--- src/rtl/hilo_mult_unit_pkg.sv ---
// hilo_mult_unit_pkg
//   Shared definitions for the execute-stage HI/LO multiply unit and the
//   R-type control decoder: ALU op codes, multiply FSM state encoding and
//   the HI/LO read-select values.
package hilo_mult_unit_pkg;

  localparam logic [3:0] OP_ADD   = 4'b0100;
  localparam logic [3:0] OP_SUB   = 4'b0101;
  localparam logic [3:0] OP_MULT  = 4'b0110;
  localparam logic [3:0] OP_MULTU = 4'b0111;

  typedef enum logic [1:0] {
    IDLE   = 2'd0,
    RUN    = 2'd1,
    FINISH = 2'd2
  } mult_state_e;

  localparam logic HILO_SEL_HI = 1'b1;
  localparam logic HILO_SEL_LO = 1'b0;

endpackage

--- src/rtl/hilo_mult_unit_if.sv ---
// hilo_mult_unit_if
//   Execute-stage bus between the pipeline/control side (master) and the
//   HI/LO multiply unit (slave).
//   master drives : op_EX, enhilo_EX, a_EX, b_EX, hilo_sel_EX
//   slave drives  : hilo_rdata_EX, stall_EX, busy
//
//   Handshake: there is no valid/ready pair. A request is the pair
//   (enhilo_EX, op_EX == mult) held in EX; it is accepted on the first
//   rising edge where the unit is IDLE. stall_EX is high from the accept
//   cycle through the last RUN cycle, which keeps the request (and the rest
//   of the pipeline) frozen; the request leaves EX on the edge that ends
//   FINISH, which is also the edge that writes HI/LO.
interface hilo_mult_unit_if #(
  parameter int WIDTH = 32
);
  logic [3:0]       op_EX;
  logic             enhilo_EX;
  logic [WIDTH-1:0] a_EX;
  logic [WIDTH-1:0] b_EX;
  logic             hilo_sel_EX;
  logic [WIDTH-1:0] hilo_rdata_EX;
  logic             stall_EX;
  logic             busy;

  modport master (
    output op_EX, enhilo_EX, a_EX, b_EX, hilo_sel_EX,
    input  hilo_rdata_EX, stall_EX, busy
  );

  modport slave (
    input  op_EX, enhilo_EX, a_EX, b_EX, hilo_sel_EX,
    output hilo_rdata_EX, stall_EX, busy
  );
endinterface

--- src/rtl/hilo_mult_unit_shift_add_core.sv ---
// shift_add_core
//   Unsigned shift-add datapath: one multiplier bit per step.
//   Ports:
//     clk, rst   : clock, asynchronous active-high reset
//     load       : capture operands, clear accumulator and counter
//     step       : perform one iteration (add mcand << cnt if mplier[0])
//     mcand_in   : unsigned multiplicand
//     mplier_in  : unsigned multiplier
//     acc        : 2*WIDTH accumulator (final product after WIDTH steps)
//     last       : current step is the final iteration (cnt == WIDTH-1)
module shift_add_core #(
  parameter int WIDTH = 32,
  parameter int CNT_W = 6
) (
  input  logic               clk,
  input  logic               rst,
  input  logic               load,
  input  logic               step,
  input  logic [WIDTH-1:0]   mcand_in,
  input  logic [WIDTH-1:0]   mplier_in,
  output logic [2*WIDTH-1:0] acc,
  output logic               last
);

  logic [WIDTH-1:0]   mcand;
  logic [WIDTH-1:0]   mplier;
  logic [CNT_W-1:0]   cnt;
  logic [2*WIDTH-1:0] addend;

  // Multiplicand is zero-extended to the accumulator width before shifting
  // so that no high bits are lost at large counts.
  assign addend = {{WIDTH{1'b0}}, mcand} << cnt;
  assign last   = (cnt == CNT_W'(WIDTH - 1));

  always_ff @(posedge clk or posedge rst) begin
    if (rst) begin
      mcand  <= '0;
      mplier <= '0;
      cnt    <= '0;
      acc    <= '0;
    end else if (load) begin
      mcand  <= mcand_in;
      mplier <= mplier_in;
      cnt    <= '0;
      acc    <= '0;
    end else if (step) begin
      if (mplier[0]) begin
        acc <= acc + addend;
      end
      mplier <= mplier >> 1;
      cnt    <= cnt + CNT_W'(1);
    end
  end

endmodule

--- src/rtl/hilo_mult_unit.sv ---
// hilo_mult_unit
//   Execute-stage multicycle signed multiply writing the HI/LO pair, plus the
//   HI/LO read port for mfhi/mflo.
//   Ports:
//     clk, rst  : clock, asynchronous active-high reset
//     bus       : hilo_mult_unit_if.slave (op/enhilo/operands/read select in,
//                 read data, stall and busy out)
//     dbg_state : current FSM state
//   Build option: define MULTU_EN to also accept op 4'b0111 as an unsigned
//   multiply (same latency, no sign handling).
module hilo_mult_unit
  import hilo_mult_unit_pkg::*;
#(
  parameter int WIDTH = 32,
  parameter int CNT_W = 6   // 2**CNT_W must exceed WIDTH
) (
  input  logic                    clk,
  input  logic                    rst,
  hilo_mult_unit_if.slave         bus,
  output mult_state_e             dbg_state
);

  mult_state_e        state;
  logic [WIDTH-1:0]   hi;
  logic [WIDTH-1:0]   lo;
  logic               neg;

  logic               is_mult;
  logic               signed_op;
  logic               start;
  logic [WIDTH-1:0]   a_abs;
  logic [WIDTH-1:0]   b_abs;
  logic [2*WIDTH-1:0] acc;
  logic [2*WIDTH-1:0] product;
  logic               last;

`ifdef MULTU_EN
  assign is_mult   = (bus.op_EX == OP_MULT) || (bus.op_EX == OP_MULTU);
  assign signed_op = (bus.op_EX == OP_MULT);
`else
  assign is_mult   = (bus.op_EX == OP_MULT);
  assign signed_op = 1'b1;
`endif

  assign start = (state == IDLE) && bus.enhilo_EX && is_mult;

  // Negating the most-negative value wraps back to itself, which read as
  // unsigned is exactly 2**(WIDTH-1), so the magnitude is still correct.
  assign a_abs = (signed_op && bus.a_EX[WIDTH-1]) ? -bus.a_EX : bus.a_EX;
  assign b_abs = (signed_op && bus.b_EX[WIDTH-1]) ? -bus.b_EX : bus.b_EX;

  assign product = neg ? -acc : acc;

  shift_add_core #(
    .WIDTH (WIDTH),
    .CNT_W (CNT_W)
  ) u_core (
    .clk       (clk),
    .rst       (rst),
    .load      (start),
    .step      (state == RUN),
    .mcand_in  (a_abs),
    .mplier_in (b_abs),
    .acc       (acc),
    .last      (last)
  );

  always_ff @(posedge clk or posedge rst) begin
    if (rst) begin
      state <= IDLE;
      neg   <= 1'b0;
      hi    <= '0;
      lo    <= '0;
    end else begin
      case (state)
        IDLE: begin
          if (start) begin
            neg   <= signed_op && (bus.a_EX[WIDTH-1] ^ bus.b_EX[WIDTH-1]);
            state <= RUN;
          end
        end
        RUN: begin
          if (last) begin
            state <= FINISH;
          end
        end
        FINISH: begin
          {hi, lo} <= product;
          state    <= IDLE;
        end
        default: state <= IDLE;
      endcase
    end
  end

  // Stall is released in FINISH so the mult leaves EX on the same edge
  // that writes HI/LO; the FSM is not IDLE then, so it cannot restart.
  assign bus.stall_EX      = start || (state == RUN);
  assign bus.busy          = (state != IDLE);
  assign bus.hilo_rdata_EX = (bus.hilo_sel_EX == HILO_SEL_HI) ? hi : lo;
  assign dbg_state         = state;

endmodule

--- src/flat_wrapper.sv ---
// flat-port wrapper written by rule: the top's interface ports become plain ports
module hilo_mult_unit_flat import hilo_mult_unit_pkg::*;
#(
  parameter int WIDTH = 32,
  parameter int CNT_W = 6                                
)
  (clk, rst, dbg_state, bus_op_EX, bus_enhilo_EX, bus_a_EX, bus_b_EX, bus_hilo_sel_EX, bus_hilo_rdata_EX, bus_stall_EX, bus_busy);
  hilo_mult_unit_if #(.WIDTH(WIDTH)) bus_i ();
  input  logic clk;
  input  logic rst;
  output mult_state_e dbg_state;
  input wire logic [$bits(bus_i.op_EX)-1:0] bus_op_EX;
  input wire logic [$bits(bus_i.enhilo_EX)-1:0] bus_enhilo_EX;
  input wire logic [$bits(bus_i.a_EX)-1:0] bus_a_EX;
  input wire logic [$bits(bus_i.b_EX)-1:0] bus_b_EX;
  input wire logic [$bits(bus_i.hilo_sel_EX)-1:0] bus_hilo_sel_EX;
  output wire logic [$bits(bus_i.hilo_rdata_EX)-1:0] bus_hilo_rdata_EX;
  output wire logic [$bits(bus_i.stall_EX)-1:0] bus_stall_EX;
  output wire logic [$bits(bus_i.busy)-1:0] bus_busy;
  assign bus_i.op_EX = bus_op_EX;
  assign bus_i.enhilo_EX = bus_enhilo_EX;
  assign bus_i.a_EX = bus_a_EX;
  assign bus_i.b_EX = bus_b_EX;
  assign bus_i.hilo_sel_EX = bus_hilo_sel_EX;
  assign bus_hilo_rdata_EX = bus_i.hilo_rdata_EX;
  assign bus_stall_EX = bus_i.stall_EX;
  assign bus_busy = bus_i.busy;
  hilo_mult_unit #(.WIDTH(WIDTH), .CNT_W(CNT_W)) u_core (.clk(clk), .rst(rst), .bus(bus_i), .dbg_state(dbg_state));
endmodule
--- config.mk ---
export PLATFORM = sky130hd
export DESIGN_NAME = hilo_mult_unit_flat
export DESIGN_NICKNAME = d
export VERILOG_FILES = /design/src/rtl/hilo_mult_unit_pkg.sv /design/src/rtl/hilo_mult_unit_if.sv /design/src/rtl/hilo_mult_unit_shift_add_core.sv /design/src/rtl/hilo_mult_unit.sv /design/src/flat_wrapper.sv
export SDC_FILE = /design/constraint.sdc
export NUM_CORES = 1
export LEC_CHECK = 0
export CORE_MARGIN = 5
export CORE_UTILIZATION = 55
export DETAILED_ROUTE_END_ITERATION = 7
export PLACE_DENSITY_LB_ADDON = 0.25
export SKIP_LAST_GASP = 1
export SLEW_MARGIN = 30
export SYNTH_ARGS = -nofsm -noshare
export SYNTH_HDL_FRONTEND = slang
export SYNTH_SLANG_ARGS = --single-unit
export TNS_END_PERCENT = 50
--- constraint.sdc ---
create_clock -name clk -period 7.55 [get_ports clk]
set_input_delay 1.51 -clock clk [delete_from_list [all_inputs] [get_ports clk]]
set_output_delay 1.51 -clock clk [all_outputs]
set_load 0.02 [all_outputs]
==> run metrics, run 1 <==
Worst Path Max Fanout=24; Row Count=between 60 and 70; sw power=3.150 mW; Worst-path clk slew=about 0.060 ns; cells after synthesis=between 2000 and 2500; chip width=181.2 um; Die H=about 180 um; WS Path Type=register to register; RSZ-0062 raised after global routing=false; CTS Hold Bufs=0; core box area=~0.029 mm2; Die Footprint=0.03282 mm2; area growth from synthesis to layout=13.37%; worst-margin pin slew=0.9496 ns; final wirelength=47290 um; Setup TNS=0 ns; Worst Hold Class=register to register; Max Freq=between 0.15 and 0.2 GHz; P_int=around 3.5 mW; Detailed Routing Iterations Pass 1=5; TritonCTS clock tree=built; peak supply drop=about 170 uV; synthesized area per cell=8.052 um2; Util after Layout=0.6347; vias per inst=6.045; initial core utilization=0.5598; fill count=roughly 2500; Placer Congestion=between 1 and 1.5; Crit path max-delay family=compound AO/OA/AOI/OAI gates; # DRC=0; Final period util=0.7707; sequential share of power=0.276; PwrDens=approximately 360 mW/mm2; H-tree depth=1; Synth Register Bits=~200; Num CTS Buffers=24; Relative slew margins=0.3611; status=complete, no violations; clock skew=0.008494 ns; PortBufs=107; share of cells above drive strength 1=0.07209; CTS resizes=0; area of the multi-input gates=0.01056 mm2; CP Launch Type=register; Distinct cells, synth=a little under 70; Max stage delay cell, worst path=dfrtp_1; Cell Area, Synth=approximately 0.016 mm2; GRT Residual Overflow=0; combinational share of power=0.546; Req. time, crit path=just under 8 ns; Sink Count=between 200 and 250; crit-path cells=buf_4 > mux4_2 > nand2_1 > nand2_1 > o21ai_0 > mux2i_1 > and2_1 > ha_1 > a21o_1 > a31oi_1 > nor2_1 > a2111o_1 > a221oi_1 > o21ai_0 > a31o_2 > a311oi_1 > xor2_1 > o21ai_0; Power, Total=around 6.7 mW; ANT nets after route=0; Detailed Route Iter0 Violations=~1100; CP Buf/Inv Count=1; Sw Ratio=0.4734; Yosys Warn Count=0; I/O pin cnt=108; clk buf depth=3; largest net degree at the start of global routing=approximately 130; top_reg_cell synth=dfrtp_1; Worst Path Arrival=~6.2 ns; Via Count=approximately 15000; min Tclk post-route=roughly 5.8 ns; Crit. End Element=register; FF+latch area=approximately 0.0050 mm2; antenna violations before repair=0; number of global-route vias before repair=around 14000; syn nets=2141; CTS root buf=clkbuf_16; Leakage Power=between 7 and 8 nW; Clock power frac=0.178; Seq/Total Area, Yosys=0.3122; Hold Slack=~0.48 ns; Final setup viols=0; MaxCap Viol Count=0; Tot GR Track Use=0.2826; Max Slew Vio Count=0; WL per Instance=a little under 20 um; Worst path max stage delay=0.88 ns; Fin. Hold Viols=0; Post-DP HPWL=~37000 um; worst-skew pair later-pin latency=~0.53 ns; Post-synth EDFFs=0; NumNets Final=2175; most frequent CP cell=o21ai_0; n_diodes=0; # Post-CTS Setup Buffers=0; async set-reset flop share out of synthesis=1.000; global-route wire length before repair=around 76000 um
## cells by family after synthesis
| kind of cell | share of synthesized area |
|---|---|
| AO/OA/AOI/OAI | 0.2151 |
| XOR/XNOR | 0.1011 |
| adder cells (fa/ha/maj) | 0.05327 |
| buffers and inverters | 0.03448 |
| flip-flops | 0.3122 |
| multiplexers | 0.08255 |
| AND/OR/NAND/NOR | 0.2013 |
## synthesized netlist by cell type (3+ instances only)
| library cell | instances | share of area |
|---|---|---|
| nand2_1 | 390 | 0.091 |
| o21ai_0 | 263 | 0.082 |
| dfrtp_1 | 201 | 0.31 |
| xor2_1 | 121 | 0.066 |
| clkbuf_1 | 106 | 0.025 |
| nor2_1 | 106 | 0.025 |
| a21oi_1 | 91 | 0.028 |
| ha_1 | 67 | 0.052 |
| xnor2_1 | 65 | 0.035 |
| mux2i_1 | 44 | 0.027 |
| a31oi_1 | 43 | 0.017 |
| nand3_1 | 40 | 0.012 |
| mux2_2 | 37 | 0.026 |
| a21o_1 | 34 | 0.016 |
| o31ai_1 | 33 | 0.015 |
| inv_1 | 27 | 0.0063 |
| and2_1 | 25 | 0.0097 |
| nor3_1 | 24 | 0.0075 |
| mux4_2 | 21 | 0.029 |
| nand2b_1 | 21 | 0.0082 |
| o41ai_1 | 21 | 0.011 |
| o22ai_1 | 18 | 0.0070 |
| or4_1 | 18 | 0.0084 |
| nand4_1 | 17 | 0.0066 |
| nor2b_1 | 16 | 0.0062 |
| or3_1 | 16 | 0.0062 |
| and3_1 | 14 | 0.0054 |
| buf_1 | 14 | 0.0033 |
| o21a_1 | 11 | 0.0051 |
| nor4_1 | 10 | 0.0039 |
| a22o_1 | 9 | 0.0049 |
| o21bai_1 | 7 | 0.0033 |
| a211oi_1 | 6 | 0.0028 |
| or2_2 | 6 | 0.0023 |
| a221oi_1 | 4 | 0.0022 |
| o211ai_1 | 4 | 0.0019 |
| or4_4 | 4 | 0.0028 |
| a21boi_0 | 3 | 0.0014 |
| a31o_2 | 3 | 0.0016 |
| o2111ai_1 | 3 | 0.0016 |
## stage by stage
stage               cell area, um2  cells  setup WS [ns]
floorplan                    16110   2001         0.5576
CTS                          18240   2436          1.717
detailed placement           17410   2392          1.722
global placement             17390   2391          1.770
global route                 18270   2437          1.227
finish                       18270   2437          1.731
## power by group through the flow
stage,Combinational [mW],Sequential (mW),Clock (mW)
after global placement,3.55,1.83,0
after global routing,4.04,1.88,1.26
after floorplan,2.74,1.62,0
after CTS,3.59,1.82,1.21
final,3.63,1.84,1.18
after detailed placement,3.57,1.84,0
## tightest hold or removal path, stage by stage, from the launching register on
cell,delay [ns]
dfrtp_1,0.34
nand2_1,0.05
o21ai_0,0.06
## placed cells by master, fill, tap and decap left out, types with 6 or more instances in the layout
master           count
nor4_1              10
nand2_1            389
nor2b_1             15
and3_1              14
nor3_1              24
ha_1                67
nand4_1             17
o21a_1              11
o41ai_1             21
a22o_1               9
clkdlybuf4s50_1    105
or3_1               16
nand2b_1            20
o22ai_1             18
mux4_2              21
clkbuf_8             6
o21ai_0            263
xor2_1             121
dfrtp_1            200
mux2_2              37
or4_1               18
buf_4               18
a21o_1              34
a31oi_1             43
o31ai_1             33
o21bai_1             7
xnor2_1             65
or2_2                6
a21oi_1             91
inv_1               25
and2_1              25
mux2i_1             44
nand3_1             39
clkbuf_16           24
a211oi_1             6
nor2_1             105
## layout make-up
type | instances | share of cell area
Clock buffer | 32 | 0.03781
Clock inverter | 12 | 0.007535
Inverter | 28 | 0.006165
Multi-Input combinational cell | 1652 | 0.5781
Sequential cell | 201 | 0.2754
Tap cell | 384 | 0.02630
Timing Repair Buffer | 128 | 0.06870
## registers in the layout, indices dropped and copies added (netlist names)
signal,cells
u_core.dbg_state,2
u_core.u_core.cnt,6
u_core.neg,1
u_core.u_core.mcand,32
u_core.lo,32
u_core.hi,32
u_core.u_core.acc,64
u_core.u_core.mplier,32
## layer usage
layer,wire (um),track usage
met1,20720,0.3906
met2,20970,0.4436
met3,3204,0.03982
met4,2400,0.1255
met5,0,0
## worst paths after layout
check	slack, ns	cells after the start	from	endpoint
max	1.73	18	u_core.u_core.cnt[1]	u_core.u_core.acc[59]
min	0.48	2	u_core.hi[0]	u_core.hi[0]
min reg2reg	0.48	2	u_core.hi[0]	u_core.hi[0]
max reg2reg	1.73	18	u_core.u_core.cnt[1]	u_core.u_core.acc[59]
max in group asynchronous	4.91	3	rst	u_core.hi[28]
min in group asynchronous	1.44	2	rst	u_core.u_core.mcand[2]
Note: power is estimated with default switching activity, not from simulation.
==> inputs of run 2 (changes only) <==
Clock period 7.55 ns to 4.95 ns, I/O delays scaled along.
==> run metrics, run 2 (synthesis results as in run 1) <==
n_diodes=0 (unchanged); ANT nets after route=0 (unchanged); share of cells above drive strength 1=0.1157 (was 0.07209); Die Footprint=0.03282 mm2 (unchanged); Sink Count=201 (unchanged); commonest non-fill, non-tap cell in the layout=nand2_1 (unchanged); number of flip-flops under the largest register name=64 (unchanged); MaxCap Viol Count=0 (unchanged); peak supply drop=308.8 uV (was 174.2 uV); antenna violations before repair=0 (unchanged); Worst Hold Class=register to register (unchanged); CP Capture Point=u_core.u_core.acc[59] (unchanged); chip width=181.2 um (unchanged); Max stage delay cell, worst path=mux4_2 (was dfrtp_1); Detailed Routing Iterations Pass 1=5 (unchanged); Num CTS Buffers=23 (was 24); reg2reg setup slack=0.18 ns (was 1.73 ns); Crit. End Element=register (unchanged); clock skew=0.01940 ns (was 0.008494 ns); Hold Slack=0.4757 ns (was 0.4755 ns); reg2reg path depth=19 (was 18); CP Launch Type=register (unchanged); H-tree depth=1 (unchanged); critical path startpoint=u_core.u_core.cnt[0] (was u_core.u_core.cnt[1]); Placer Congestion=0.9929 (was 1.005); TritonCTS clock tree=built (unchanged); Max Slew Vio Count=0 (unchanged); Post-DP HPWL=37890 um (was 36610 um); global-route wire length before repair=78540 um (was 76050 um); GRT Residual Overflow=0 (unchanged); Worst Path Arrival=5.16 ns (was 6.20 ns); Die H=181.2 um (unchanged); area growth from synthesis to layout=18.37% (was 13.37%); worst r2r src=u_core.u_core.cnt[0] (was u_core.u_core.cnt[1]); Power, Total=10.92 mW (was 6.654 mW); number of global-route vias before repair=14680 (was 14200); Final setup viols=0 (unchanged); core box area=0.02878 mm2 (unchanged); Worst Path Max Fanout=12 (was 24); Detailed Route Iter0 Violations=1203 (was 1129); Row Count=62 (unchanged); pre-CTS WS=-0.1030 ns (was 1.722 ns); min Tclk post-route=4.773 ns (was 5.819 ns); dpl cells=2486 (was 2392); commonest non-fill, non-tap cells in the layout=389 x nand2_1, 252 x o21ai_0, 200 x dfrtp_1, 121 x xor2_1, 107 x buf_4 (was 389 x nand2_1, 263 x o21ai_0, 200 x dfrtp_1, 121 x xor2_1); Relative slew margins=0.4912 (was 0.3611); Req. time, crit path=5.34 ns (was 7.93 ns); WL per Instance=19.44 um (was 19.41 um); vias per inst=6.044 (was 6.045); initial core utilization=0.5598 (unchanged); Worst R2R End=u_core.u_core.acc[59] (unchanged); critical path depth=19 (was 18); Fin. Hold Viols=0 (unchanged); non-filler instance count after layout=2527 (was 2437); final setup margin=0.1767 ns (was 1.731 ns); NumNets Final=2268 (was 2175); Worst-path clk slew=0.06 ns (about the same); Util after Layout=0.6627 (was 0.6347); CP Buf/Inv Count=3 (was 1); Tot GR Track Use=0.2906 (was 0.2826); worst-margin pin slew=0.7632 ns (was 0.9496 ns); # DRC=0 (unchanged); crit-path cells=buf_12 > mux4_2 > mux2i_1 > buf_4 > nand2_1 > nand2_1 > mux2_2 > nor2_1 > ha_1 > nand4_1 > nor2_1 > a2111o_1 > a221oi_4 > buf_4 > o21ai_1 > a31o_2 > a311oi_2 > xor2_1 > o21ai_0 (was buf_4 > mux4_2 > nand2_1 > nand2_1 > o21ai_0 > mux2i_1 > and2_1 > ha_1 > a21o_1 > a31oi_1 > nor2_1 > a2111o_1 > a221oi_1 > o21ai_0 > a31o_2 > a311oi_1 > xor2_1 > o21ai_0); RSZ-0062 raised after global routing=true (was false); Via Count=15270 (was 14730); final wirelength=49110 um (was 47290 um); worst-skew pair later-pin latency=0.55 ns (was 0.53 ns); Final period util=0.9643 (was 0.7707); CTS root buf=clkbuf_16 (unchanged); status=complete, no violations (unchanged); placed cell areas=0.01816 mm2 (was 0.01741 mm2); Leakage Power=8.306 nW (was 7.856 nW); Top reg by flops=u_core.u_core.acc (unchanged); PwrDens=572.4 mW/mm2 (was 364.3 mW/mm2); Final Instance Area=0.01907 mm2 (was 0.01827 mm2); WS Path Type=register to register (unchanged); PortBufs=107 (unchanged); Crit path max-delay family=compound AO/OA/AOI/OAI gates (unchanged); Worst path max stage delay=0.58 ns (was 0.88 ns); Setup TNS=0 ns (unchanged); clk buf depth=3 (unchanged); I/O pin cnt=108 (unchanged); largest net degree at the start of global routing=129 (was 126); Max Freq=0.2095 GHz (was 0.1719 GHz)
[run 2: cell count changes in the layout (fill, tap and decap cells not counted), moves of 2 or more]
cell | previous run | this run
bufinv_16 | 2 | 4
o21ai_0 | 263 | 252
buf_12 | 1 | 5
a21oi_1 | 91 | 88
mux2i_1 | 44 | 41
o21ai_1 | 1 | 12
buf_4 | 18 | 107
a21oi_2 | 0 | 3
mux2i_2 | 0 | 2
clkbuf_8 | 6 | 2
[run 2: worst register-to-register path: cells and delay by family (launching register included)]
kind / cells / cell delay, ns
AOI/OAI and AO/OA: 6 / 1.56
muxes: 3 / 1.00
and+or+nand+nor: 5 / 0.55
buffers and inverters: 3 / 0.53
DFF: 1 / 0.45
adders and majority gates: 1 / 0.37
xor gates and xnor gates: 1 / 0.16
[run 2: final cells by class]
class                      instances  area (um2)
clock inverter                    13       193.9
multi-input combinational       1652       10630
fill                            2473        9708
timing repair buffer             222        2016
clock buffer                      27       610.6
inverter                          28       108.9
sequential                       201        5031
tap                              384       480.5
[run 2: how the worst min path moves through the flow]
stage / slack [ns] / startpoint / endpoint / cells past startpoint
5_1_grt: 0.50 / u_core.hi[2] / u_core.hi[2] / 2
3_3_place_gp: 0.46 / u_core.hi[26] / u_core.hi[26] / 2
6_report: 0.48 / u_core.hi[0] / u_core.hi[0] / 2
2_1_floorplan: 0.44 / u_core.hi[0] / u_core.hi[0] / 2
3_5_place_dp: 0.47 / u_core.hi[0] / u_core.hi[0] / 2
4_1_cts: 0.48 / u_core.hi[0] / u_core.hi[0] / 2
[run 2: power by group]
group	leakage, nW	internal, mW	switching [mW]
Sequential	2.26	2.05	0.620
Combinational	5.65	2.70	3.70
Clock	0.395	1.10	0.742
Total	8.31	5.85	5.06
[run 2: metal layers]
metal  GRT usage  part of all wire  vias to the layer above
met5           0                 0                        -
li1            -                 -                     7445
met2      0.4662              0.46                      558
met3     0.04162             0.068                       94
met4      0.1066             0.041                        0
met1      0.4025              0.43                     7175
[run 2: what timing repair did]
item | CTS | global route
endpoints found under the setup margin | 3 | 17
gates cloned | 0 | 1
gates resized for setup | 2 | 26
setup buffers | 0 | 0
hold buffers | 0 | 0
==> inputs of run 3 (changes only) <==
Settings changed: CORE_UTILIZATION 55 to 46, MAX_ROUTING_LAYER set to met4.
==> run metrics, run 3 (synthesis results as in run 1) <==
status=complete, no violations (unchanged); Worst-path clk slew=0.06 ns (about the same); dpl cells=2623 (was 2486); PortBufs=107 (unchanged); Detailed Route Iter0 Violations=1078 (was 1203); antenna violations before repair=0 (unchanged); CTS root buf=clkbuf_16 (unchanged); RSZ-0062 raised after global routing=true (unchanged); Via Count=15330 (was 15270); Tot GR Track Use=0.2646 (was 0.2906); Clock power frac=0.156 (was 0.169); reg2reg setup slack=0.20 ns (was 0.18 ns); P_int=6.136 mW (was 5.853 mW); Num CTS Buffers=24 (was 23); vias per inst=5.744 (was 6.044); crit-path cells=clkbuf_16 > mux4_2 > mux2_2 > o21ai_0 > buf_4 > o21ai_0 > and2_1 > ha_1 > and4_1 > nand3_1 > o2bb2ai_1 > buf_4 > and3_1 > a221oi_2 > buf_4 > o21ai_2 > and3_1 > a31o_2 > nor3_1 > buf_4 > mux2i_1 (was buf_12 > mux4_2 > mux2i_1 > buf_4 > nand2_1 > nand2_1 > mux2_2 > nor2_1 > ha_1 > nand4_1 > nor2_1 > a2111o_1 > a221oi_4 > buf_4 > o21ai_1 > a31o_2 > a311oi_2 > xor2_1 > o21ai_0); number of global-route vias before repair=14950 (was 14680); share of cells above drive strength 1=0.1531 (was 0.1157); Crit. End Element=register (unchanged); chip width=197.2 um (was 181.2 um); Placer Congestion=0.9878 (was 0.9929); Worst path max stage delay=0.54 ns (was 0.58 ns); Worst Hold Path Cells=2 (unchanged); sw power=5.139 mW (was 5.064 mW); CP Launch Type=register (unchanged); Row Count=68 (was 62); Worst Path Arrival=5.20 ns (was 5.16 ns); Post-DP HPWL=39710 um (was 37890 um); Sw Ratio=0.4558 (was 0.4639); Leakage Power=8.628 nW (was 8.306 nW); Worst R2R End=u_core.u_core.acc[63] (was u_core.u_core.acc[59]); number of flip-flops under the largest register name=64 (unchanged); sequential share of power=0.234 (was 0.245); combinational share of power=0.610 (was 0.587); Worst Hold Class=register to register (unchanged); global-route wire length before repair=81040 um (was 78540 um); worst-skew pair later-pin latency=0.54 ns (was 0.55 ns); H-tree depth=1 (unchanged); MaxCap Viol Count=0 (unchanged); n_diodes=0 (unchanged); FF+latch area=0.005031 mm2 (unchanged); Hold Slack=0.4751 ns (was 0.4757 ns); Top reg by flops=u_core.u_core.acc (unchanged); initial core utilization=0.4664 (was 0.5598); clock skew=0.01479 ns (was 0.01940 ns); peak supply drop=309.4 uV (was 308.8 uV); PwrDens=571.2 mW/mm2 (was 572.4 mW/mm2); Final period util=0.9589 (was 0.9643); Worst Path Max Fanout=11 (was 12); worst-margin pin slew=0.8364 ns (was 0.7632 ns); area growth from synthesis to layout=22.51% (was 18.37%); min-delay src=u_core.hi[25] (was u_core.hi[0]); CP Buf/Inv Count=5 (was 3); Crit path max-delay family=simple AND/OR/NAND/NOR gates (was compound AO/OA/AOI/OAI gates); core box area=0.03454 mm2 (was 0.02878 mm2); # DRC=0 (unchanged); Fin. Hold Viols=0 (unchanged); Util after Layout=0.5714 (was 0.6627); most frequent CP cell=buf_4; final wirelength=51000 um (was 49110 um); reg2reg path depth=21 (was 19); I/O pin cnt=108 (unchanged); Final Instance Area=0.01974 mm2 (was 0.01907 mm2); WL per Instance=19.11 um (was 19.44 um); Detailed Routing Iterations Pass 1=5 (unchanged); Sink Count=201 (unchanged); Die Footprint=0.03887 mm2 (was 0.03282 mm2); worst r2r src=u_core.u_core.cnt[0] (unchanged); largest net degree at the start of global routing=143 (was 129); ANT nets after route=0 (unchanged); GRT Residual Overflow=0 (unchanged); Max stage delay cell, worst path=mux4_2 (unchanged); WS Path Type=register to register (unchanged); Final setup viols=0 (unchanged); Req. time, crit path=5.41 ns (was 5.34 ns); TritonCTS clock tree=built (unchanged); non-filler instance count after layout=2669 (was 2527); Max Freq=0.2107 GHz (was 0.2095 GHz); min Tclk post-route=4.746 ns (was 4.773 ns); placed cell areas=0.01878 mm2 (was 0.01816 mm2); clk buf depth=3 (unchanged); commonest non-fill, non-tap cell in the layout=nand2_1 (unchanged); Die H=197.2 um (was 181.2 um); NumNets Final=2337 (was 2268); hold endpoint=u_core.hi[25] (was u_core.hi[0]); area of the multi-input gates=0.01069 mm2 (was 0.01063 mm2); Relative slew margins=0.4424 (was 0.4912); commonest non-fill, non-tap cells in the layout=388 x nand2_1, 250 x o21ai_0, 200 x dfrtp_1, 174 x buf_4, 121 x xor2_1 (was 389 x nand2_1, 252 x o21ai_0, 200 x dfrtp_1, 121 x xor2_1, 107 x buf_4); Max Slew Vio Count=0 (unchanged); fill count=3244 (was 2473)
run 3: worst max-delay path by stage:
stage,startpoint,to,slack (ns),depth (start not counted)
after floorplan,u_core.u_core.cnt[0],u_core.u_core.acc[59],-0.65,22
after global placement,bus_b_EX[6],u_core.u_core.mplier[31],-0.02,10
after detailed placement,bus_b_EX[6],u_core.u_core.mplier[31],-0.06,10
after CTS,u_core.u_core.cnt[0],u_core.u_core.acc[63],0.02,22
after global routing,u_core.u_core.cnt[0],u_core.u_core.acc[63],-0.03,21
final,u_core.u_core.cnt[0],u_core.u_core.acc[63],0.20,21
run 3: power groups by stage:
stage	Sequential [mW]	Combinational, mW	Clock (mW)
finish	2.64	6.88	1.76
global route	2.69	7.53	1.87
CTS	2.61	6.67	1.80
detailed placement	2.64	6.65	0
global placement	2.63	6.60	0
floorplan	2.47	4.18	0
run 3: cell type report:
type | instances | area share
Clock buffer | 31 | 0.03429
Tap cell | 455 | 0.02884
Multi-Input combinational cell | 1652 | 0.5415
Clock inverter | 12 | 0.005768
Inverter | 28 | 0.005515
Timing Repair Buffer | 290 | 0.1292
Sequential cell | 201 | 0.2549
run 3: metrics by stage:
step	worst slack [ns]	power, mW	TNS (ns)
finish	0.2036	11.27	0
global route	-0.03265	12.09	-0.07380
CTS	0.02365	11.08	0
detailed placement	-0.06490	9.286	-0.07135
global placement	-0.01772	9.222	-0.01772
floorplan	-0.6453	6.645	-3.695
run 3: tightest hold or removal path, delay by kind of cell, from the launching register on:
family	cells	cell delay (ns)
simple gates	1	0.04
compound gates	1	0.06
flops	1	0.34
run 3: what timing repair did:
item / CTS / global route
buffers inserted: 0 / 2
resized for setup: 0 / 47
setup endpoints to repair: 0 / 13
hold buffers: 0 / 0
endpoints found under the hold margin: 0 / 0
run 3: per-layer routing:
metal	wire (um)	share of wire	track usage
met5	0	0	-
met4	1760	0.035	0.08038
met3	2499	0.049	0.02234
met2	23840	0.47	0.4281
met1	22900	0.45	0.3569
